--- config.mk ---
export PLATFORM = sky130hd
export DESIGN_NAME = spi_queued_cu
export DESIGN_NICKNAME = d
export VERILOG_FILES = /design/src/rtl/spi_queued_cu_pkg.sv /design/src/rtl/spi_transfer_queue.sv /design/src/rtl/spi_queued_cu.sv
export SDC_FILE = /design/constraint.sdc
export NUM_CORES = 1
export LEC_CHECK = 0
export BUFFER_PORTS_ARGS = -buffer_cell sky130_fd_sc_hd__buf_2
export CELL_PAD_IN_SITES_DETAIL_PLACEMENT = 1
export CELL_PAD_IN_SITES_GLOBAL_PLACEMENT = 1
export CORE_UTILIZATION = 46
export DETAILED_ROUTE_END_ITERATION = 7
export GPL_TIMING_DRIVEN = 0
export HOLD_SLACK_MARGIN = 0.03
export PLACE_DENSITY_LB_ADDON = 0.1
export SYNTH_ARGS = -nofsm -noshare
export SYNTH_HDL_FRONTEND = slang
export SYNTH_HIERARCHICAL = 1
export SYNTH_SLANG_ARGS = --single-unit
--- constraint.sdc ---
create_clock -name clock -period 7.79 [get_ports clock]
set_clock_uncertainty 0.2 [all_clocks]
set_input_delay 1.1685 -clock clock [delete_from_list [all_inputs] [get_ports clock]]
set_output_delay 1.1685 -clock clock [all_outputs]
set_load 0.1 [all_outputs]
--- src/rtl/spi_queued_cu_pkg.sv ---
// Shared definitions for the queued SPI control unit: dispatch states,
// register indices and control/status bit positions.
package spi_queued_cu_pkg;

    typedef enum logic [1:0] {
        ST_IDLE,
        ST_START,
        ST_WAIT_DONE
    } state_t;

    localparam int REG_CONTROL      = 0;
    localparam int REG_DELAY        = 1;
    localparam int REG_PERIOD       = 2;
    localparam int REG_TRIGGER      = 3;
    localparam int REG_COUNTER      = 4;
    localparam int REG_CHANNEL_BASE = 5;

    localparam int CTRL_SPI_MODE       = 0;
    localparam int CTRL_DIVIDER_LSB    = 1;
    localparam int CTRL_LENGTH_LSB     = 4;
    localparam int CTRL_DIRECTION      = 9;
    localparam int CTRL_START_GEN      = 12;
    localparam int CTRL_SS_POLARITY    = 13;
    localparam int CTRL_SS_DELAY       = 14;
    localparam int CTRL_LENGTH_CHOICE  = 15;
    localparam int CTRL_LATCHING_EDGE  = 16;
    localparam int CTRL_CLOCK_POLARITY = 17;

    localparam int STATUS_BUSY      = 0;
    localparam int STATUS_OVERRUN   = 1;
    localparam int STATUS_LEVEL_LSB = 16;

    function automatic logic [31:0] control_reset_value(input logic ss_default);
        logic [31:0] value;
        value = '0;
        value[CTRL_LENGTH_LSB +: 4]  = 4'hE;
        value[CTRL_SS_POLARITY]      = ss_default;
        value[CTRL_CLOCK_POLARITY]   = ss_default;
        return value;
    endfunction

endpackage

--- src/rtl/spi_transfer_queue.sv ---
// Synchronous FIFO holding packed stream transfers; exposes its fill level
// so the control unit can report it in the status register.
module spi_transfer_queue #(
    parameter int WIDTH = 96,
    parameter int DEPTH = 8,
    localparam int AW = $clog2(DEPTH)
) (
    input  logic             clock,
    input  logic             reset,
    input  logic             push,
    input  logic [WIDTH-1:0] push_data,
    input  logic             pop,
    output logic [WIDTH-1:0] head,
    output logic             full,
    output logic             empty,
    output logic [AW:0]      level
);

    logic [WIDTH-1:0] mem [DEPTH];
    logic [AW-1:0]    wr_ptr;
    logic [AW-1:0]    rd_ptr;
    logic             do_push;
    logic             do_pop;

    assign do_push = push && !full;
    assign do_pop  = pop && !empty;
    assign full    = (level == (AW+1)'(DEPTH));
    assign empty   = (level == '0);
    assign head    = mem[rd_ptr];

    always_ff @(posedge clock) begin
        if (do_push) mem[wr_ptr] <= push_data;
    end

    // Concurrent push and pop cancel out in the level.
    always_ff @(posedge clock or negedge reset) begin
        if (!reset) begin
            wr_ptr <= '0;
            rd_ptr <= '0;
            level  <= '0;
        end else begin
            if (do_push) wr_ptr <= wr_ptr + 1'b1;
            if (do_pop)  rd_ptr <= rd_ptr + 1'b1;
            case ({do_push, do_pop})
                2'b10:   level <= level + 1'b1;
                2'b01:   level <= level - 1'b1;
                default: ;
            endcase
        end
    end

endmodule

--- src/rtl/spi_queued_cu.sv ---
// SPI control unit: AXI-lite register file plus a dispatch FSM that launches
// transfers from bus triggers or from the stream-fed transfer queue.
module spi_queued_cu #(
    parameter int N_CHANNELS          = 3,
    parameter int DATA_WIDTH          = 32,
    parameter int QUEUE_DEPTH         = 8,
    parameter bit SS_POLARITY_DEFAULT = 1'b0
) (
    input  logic                                  clock,
    input  logic                                  reset,
    input  logic [N_CHANNELS-1:0][DATA_WIDTH-1:0] spi_data_in,
    input  logic                                  transfer_done,
    output logic [N_CHANNELS-1:0][DATA_WIDTH-1:0] spi_data_out,
    output logic                                  spi_mode,
    output logic [2:0]                            divider_setting,
    output logic [3:0]                            spi_transfer_length,
    output logic                                  spi_direction,
    output logic                                  start_generator_enable,
    output logic                                  ss_polarity,
    output logic                                  ss_deassert_delay_enable,
    output logic                                  transfer_length_choice,
    output logic                                  latching_edge,
    output logic                                  clock_polarity,
    output logic [31:0]                           spi_delay,
    output logic [31:0]                           period,
    output logic                                  spi_start_transfer,
    input  logic [7:0]                            axi_in_awaddr,
    input  logic                                  axi_in_awvalid,
    output logic                                  axi_in_awready,
    input  logic [31:0]                           axi_in_wdata,
    input  logic                                  axi_in_wvalid,
    output logic                                  axi_in_wready,
    output logic [1:0]                            axi_in_bresp,
    output logic                                  axi_in_bvalid,
    input  logic                                  axi_in_bready,
    input  logic [7:0]                            axi_in_araddr,
    input  logic                                  axi_in_arvalid,
    output logic                                  axi_in_arready,
    output logic [31:0]                           axi_in_rdata,
    output logic [1:0]                            axi_in_rresp,
    output logic                                  axi_in_rvalid,
    input  logic                                  axi_in_rready,
    input  logic                                  external_spi_transfer_valid,
    output logic                                  external_spi_transfer_ready,
    input  logic [N_CHANNELS*DATA_WIDTH-1:0]      external_spi_transfer_data
);
    import spi_queued_cu_pkg::*;

    localparam int PW = N_CHANNELS * DATA_WIDTH;
    localparam int LW = $clog2(QUEUE_DEPTH) + 1;

    state_t                                state;
    logic [31:0]                           control;
    logic [N_CHANNELS-1:0][DATA_WIDTH-1:0] channel_words;
    logic [31:0]                           counter;
    logic                                  overrun;
    logic                                  ready_en;
    logic [LW-1:0]                         queue_level;
    logic                                  queue_full;
    logic                                  queue_empty;
    logic [PW-1:0]                         queue_head;
    logic                                  wr_fire;
    logic                                  rd_fire;
    logic [5:0]                            wr_index;
    logic [5:0]                            rd_index;
    logic                                  bus_trigger;
    logic                                  push;
    logic                                  pop;
    logic                                  busy;
    logic [31:0]                           read_value;
    logic                                  unused_addr;

    assign wr_index       = axi_in_awaddr[7:2];
    assign rd_index       = axi_in_araddr[7:2];
    assign unused_addr    = ^{axi_in_awaddr[1:0], axi_in_araddr[1:0]};
    assign wr_fire        = axi_in_awvalid && axi_in_wvalid && !axi_in_bvalid;
    assign rd_fire        = axi_in_arvalid && !axi_in_rvalid;
    assign axi_in_awready = !axi_in_bvalid;
    assign axi_in_wready  = !axi_in_bvalid;
    assign axi_in_arready = !axi_in_rvalid;
    assign axi_in_bresp   = 2'b00;
    assign axi_in_rresp   = 2'b00;

    assign bus_trigger = wr_fire && (wr_index == 6'(REG_TRIGGER));
    assign external_spi_transfer_ready = ready_en && !queue_full;
    assign push = external_spi_transfer_valid && external_spi_transfer_ready;
    // A bus trigger wins the IDLE slot, so the queue head is left in place.
    assign pop  = (state == ST_IDLE) && !bus_trigger && !queue_empty;
    assign busy = (state != ST_IDLE) || !queue_empty;

    assign spi_mode                 = control[CTRL_SPI_MODE];
    assign divider_setting          = control[CTRL_DIVIDER_LSB +: 3];
    assign spi_transfer_length      = control[CTRL_LENGTH_LSB +: 4];
    assign spi_direction            = control[CTRL_DIRECTION];
    assign start_generator_enable   = control[CTRL_START_GEN];
    assign ss_polarity              = control[CTRL_SS_POLARITY];
    assign ss_deassert_delay_enable = control[CTRL_SS_DELAY];
    assign transfer_length_choice   = control[CTRL_LENGTH_CHOICE];
    assign latching_edge            = control[CTRL_LATCHING_EDGE];
    assign clock_polarity           = control[CTRL_CLOCK_POLARITY];

    spi_transfer_queue #(
        .WIDTH (PW),
        .DEPTH (QUEUE_DEPTH)
    ) u_queue (
        .clock     (clock),
        .reset     (reset),
        .push      (push),
        .push_data (external_spi_transfer_data),
        .pop       (pop),
        .head      (queue_head),
        .full      (queue_full),
        .empty     (queue_empty),
        .level     (queue_level)
    );

    always_ff @(posedge clock or negedge reset) begin
        if (!reset) begin
            control       <= control_reset_value(SS_POLARITY_DEFAULT);
            spi_delay     <= '0;
            period        <= 32'd1;
            channel_words <= '0;
            counter       <= '0;
            overrun       <= 1'b0;
            ready_en      <= 1'b0;
            axi_in_bvalid <= 1'b0;
        end else begin
            ready_en <= 1'b1;
            if (wr_fire) axi_in_bvalid <= 1'b1;
            else if (axi_in_bready) axi_in_bvalid <= 1'b0;
            if (wr_fire) begin
                case (wr_index)
                    6'(REG_CONTROL): control   <= axi_in_wdata;
                    6'(REG_DELAY):   spi_delay <= axi_in_wdata;
                    6'(REG_PERIOD):  period    <= axi_in_wdata;
                    default: ;
                endcase
                for (int i = 0; i < N_CHANNELS; i++) begin
                    if (wr_index == 6'(REG_CHANNEL_BASE + i))
                        channel_words[i] <= axi_in_wdata[DATA_WIDTH-1:0];
                end
            end
            if (wr_fire && (wr_index == 6'(REG_COUNTER))) counter <= '0;
            else if ((state == ST_WAIT_DONE) && transfer_done) counter <= counter + 32'd1;
            overrun <= (overrun && !(bus_trigger && axi_in_wdata[STATUS_OVERRUN]))
                     || (bus_trigger && (state != ST_IDLE));
        end
    end

    always_comb begin
        read_value = '0;
        case (rd_index)
            6'(REG_CONTROL): read_value = control;
            6'(REG_DELAY):   read_value = spi_delay;
            6'(REG_PERIOD):  read_value = period;
            6'(REG_TRIGGER): begin
                read_value[STATUS_LEVEL_LSB +: 8] = 8'(queue_level);
                read_value[STATUS_OVERRUN]        = overrun;
                read_value[STATUS_BUSY]           = busy;
            end
            6'(REG_COUNTER): read_value = counter;
            default: ;
        endcase
        for (int i = 0; i < N_CHANNELS; i++) begin
            if (rd_index == 6'(REG_CHANNEL_BASE + i))
                read_value[DATA_WIDTH-1:0] = spi_data_in[i];
        end
    end

    always_ff @(posedge clock or negedge reset) begin
        if (!reset) begin
            axi_in_rdata  <= '0;
            axi_in_rvalid <= 1'b0;
        end else if (rd_fire) begin
            axi_in_rdata  <= read_value;
            axi_in_rvalid <= 1'b1;
        end else if (axi_in_rready) begin
            axi_in_rvalid <= 1'b0;
        end
    end

    // Transmit words are latched on entry to START and held until the next one.
    always_ff @(posedge clock or negedge reset) begin
        if (!reset) begin
            state              <= ST_IDLE;
            spi_start_transfer <= 1'b0;
            spi_data_out       <= '0;
        end else begin
            case (state)
                ST_IDLE: begin
                    if (bus_trigger) begin
                        state              <= ST_START;
                        spi_start_transfer <= 1'b1;
                        spi_data_out       <= channel_words;
                    end else if (!queue_empty) begin
                        state              <= ST_START;
                        spi_start_transfer <= 1'b1;
                        spi_data_out       <= queue_head;
                    end
                end
                ST_START: begin
                    state              <= ST_WAIT_DONE;
                    spi_start_transfer <= 1'b0;
                end
                ST_WAIT_DONE: begin
                    if (transfer_done) state <= ST_IDLE;
                end
                default: begin
                    state              <= ST_IDLE;
                    spi_start_transfer <= 1'b0;
                end
            endcase
        end
    end

endmodule

==> results.tsv <==
stage	metric	value	unit
logic_synthesis	count of cell types in the netlist	68	
power_and_ir_drop	Internal	13.2	mW
finish	Fillers	9067	
setup_path	crit path launch type	input port	
drt	DRT Pass-1 Iters	6	
timing	top achievable clock speed	0.182	GHz
timing	Final Cycle Share	70.6	%
grt	vias in the first global route	29500	
placed_design	GPL Wtd Cong	0.886	
finish	Multi-input gate area	12900	um2
logic_synthesis	FF+latch count, synth	1137	
timing	final hold viol count	0	
timing	Final Max Slew Viols	0	
worst_hold_path	worst min path class	input port to async pin	
clocking	CTS resizes	0	
floorplan	total I/O pin count	467	
run_status	failing checks	max-capacitance violations	
timing	unrepaired setup endpoints after global routing	false	
setup_path	Worst R2R End	u_queue/level[3]$_DFFE_PN0P_	
clocking	worst skew pair latency	710	ps
drt	DRT Wirelength	149000	um
timing	setup_tns	0	ps
timing	Slew headroom	0.913	%
power_and_ir_drop	Sw Share	37.9	%
grt	GR Overflow Total	0	
clocking	hold buffers post-CTS	0	
clocking	TritonCTS clock tree	built	
placed_design	I/O Buffers	457	
power_and_ir_drop	static leakage	21.0	nW
grt	grt peak-use layer	met2	
floorplan	Die ar.	102000	um2
floorplan	die span in y	319	um
floorplan	starting density of the core	46.7	%
logic_synthesis	sequential share of the synthesized area	70.0	%
placed_design	pre-CTS setup slack	1690	ps
drt	routed via count	28000	
finish	Synth-to-Final Area Change	19.8	%
drt	vias per inst	6.07	
timing	Final Setup Violations	0	
grt	global-route wire length before repair	214000	um
power_and_ir_drop	Clock power frac	27.5	%
setup_path	flop2flop setup slack	2420	ps
job	max-capacitance violation count	1	
clocking	H-tree levels	3	
power_and_ir_drop	Tot Pwr	21.2	mW
logic_synthesis	Post-synth top flop	edfxtp_1	
finish	post-layout util	55.9	%
finish	nets	3457	
clocking	Clock Sinks	1137	
placed_design	hpwl dp	105000	um
grt	met3 usage	5.73	%
logic_synthesis	asr flop ratio synth	32.5	%
timing	worst-margin pin slew	1470	ps
floorplan	Placement Rows	115	
grt	met2 Track Usage GR	47.7	%
timing	Tmin final	5500	ps
clocking	Bufs on Longest Clock Path	3	
floorplan	die width	319	um
drt	Final ANT Viol Nets	0	
finish	layout cells sized above 1	38.4	%
setup_path	WP data arrival	5880	ps
logic_synthesis	Cell Area, Synth	46100	um2
drt	drt wl/cell	32.3	um
clocking	clock-pin slew on the worst setup and hold paths	60	ps
logic_synthesis	Yosys Warn Count	6	
logic_synthesis	Avg Inst Size Synth	17.9	um2
power_and_ir_drop	Comb pwr share	36.2	%
setup_path	Crit. End Element	flop	
finish	register area	32300	um2
run_status	status	complete, but fails checks	
setup_path	required time worst endpoint	8170	ps
floorplan	core footprint	98900	um2
logic_synthesis	number of synthesized flops with an enable pin	768	
timing	hold_ws	173	ps
grt	pin count of the biggest net entering global routing	118	
grt	GRT Overall Usage	29.5	%
grt	initial antenna violation count	39	
power_and_ir_drop	switching power	8.03	mW
drt	Iter 0 DRT Violations	2349	
power_and_ir_drop	Power per Cell Area	384	nW/um2
finish	most frequent cells in the layout	edfxtp_1, buf_2, dfrtp_1, mux2_2, mux4_2	
drt	number of remaining DRC errors	0	
clocking	postcts setup bufs	0	
logic_synthesis	Cells after Synth	2572	
setup_path	Worst Reg-to-Reg Cells	13	
power_and_ir_drop	Reg power frac	36.3	%
setup_path	RR Startpoint	axi_in_bvalid$_DFFE_PN0P_	
setup_path	crit path kind	input port to flop	
clocking	number of CTS-inserted buffers	119	
finish	commonest non-fill, non-tap cell in the layout	edfxtp_1	
setup_path	crit-path max FO	10	
timing	Final WS setup	2290	ps
grt	GR Util met1	40.4	%
clocking	Root Driver	clkbuf_16	
power_and_ir_drop	Peak VDD IR	0.496	mV
final cells by class:
class | count | area share [%]
inverter | 18 | 0.122
timing repair buffer | 505 | 6.13
antenna | 16 | 0.0725
tap | 1287 | 2.91
multi-input combinational | 1238 | 23.4
sequential | 1137 | 58.5
clock inverter | 73 | 1.32
clock buffer | 153 | 5.94
buffer | 182 | 1.69
flip-flops by register name, summed over array words and instances, names as in the netlist, 2 cells and up:
| signal | count |
|---|---|
| control | 32 |
| u_queue/wr_ptr | 3 |
| counter | 32 |
| channel_words | 96 |
| period | 32 |
| u_queue/level | 4 |
| spi_delay | 32 |
| state | 2 |
| u_queue/mem | 768 |
| spi_data_out | 96 |
| axi_in_rdata | 32 |
| u_queue/rd_ptr | 3 |
how the worst max path moves through the flow:
stage | from | to | slack, ps | cells past startpoint
after floorplan | u_queue/level[3]$_DFFE_PN0P_ | u_queue/mem[7][0]$_DFFE_PP_ | 470 | 6
after global placement | external_spi_transfer_valid | u_queue/mem[5][59]$_DFFE_PP_ | -3610 | 4
after detailed placement | axi_in_awaddr[5] | u_queue/level[3]$_DFFE_PN0P_ | 1690 | 14
after CTS | axi_in_awaddr[5] | u_queue/level[3]$_DFFE_PN0P_ | 2400 | 14
after global routing | axi_in_awaddr[5] | u_queue/level[3]$_DFFE_PN0P_ | 2180 | 14
final | axi_in_awaddr[5] | u_queue/level[3]$_DFFE_PN0P_ | 2290 | 14
Yosys cell counts (12+ instances only):
master | n | area share [%]
a221oi_1 | 26 | 0.49
mux2_2 | 293 | 7.2
nor2_1 | 25 | 0.20
o31ai_1 | 34 | 0.55
a21oi_1 | 73 | 0.79
mux4_2 | 193 | 9.4
clkbuf_1 | 79 | 0.64
inv_1 | 17 | 0.14
o21ai_0 | 18 | 0.20
a2bb2oi_1 | 100 | 1.9
buf_4 | 12 | 0.20
edfxtp_1 | 768 | 50
mux2i_1 | 70 | 1.5
a22o_1 | 21 | 0.40
nor4_1 | 14 | 0.19
buf_6 | 21 | 0.51
o22ai_1 | 101 | 1.4
dfrtp_1 | 365 | 20
buf_1 | 34 | 0.28
nand3_1 | 24 | 0.26
nand2_1 | 86 | 0.70
buf_2 | 36 | 0.39
nand2b_1 | 36 | 0.49
layer usage:
metal / wire, um / up-vias
li1: - / 11600
met1: 61400 / 14900
met2: 71400 / 1156
met3: 11300 / 258
met4: 4880 / 14
met5: 95 / -
critical path, cell delays in order:
cell	delay (ps)
buf_2	110
nor4_4	630
a41o_1	340
clkbuf_1	400
buf_2	390
buf_2	320
nor2_1	70
o41ai_1	270
inv_1	410
ha_1	420
ha_1	380
or4b_2	670
o311ai_0	140
o211ai_1	130
stage by stage:
stage,cells,instance area (um2)
after detailed placement,4367,51200
after floorplan,2575,46100
after global placement,4319,50000
after CTS,4593,55200
final,4609,55200
after global routing,4595,55200
cells by family (layout without fill, tap and decap cells):
group | Yosys count | after routing | synth area share, %
mux | 558 | 558 | 18.1
simple gates | 258 | 258 | 3.03
compound gates | 395 | 395 | 6.11
flops | 1137 | 1137 | 70.0
xor+xnor | 15 | 15 | 0.285
fa+ha+maj | 7 | 7 | 0.206
buf+inv | 200 | 931 | 2.16
other cells | 2 | 21 | 0.0163
power by group through the flow:
stage                     clock, mW  combinational, mW  sequential (mW)
final                          5.83               7.68             7.70
after global routing           6.13               8.00             7.74
after CTS                      5.91               7.72             7.68
after detailed placement          0               7.67             7.79
after global placement            0               7.40             7.86
after floorplan                   0               3.44             9.69
Note: power is estimated with default switching activity, not from simulation.
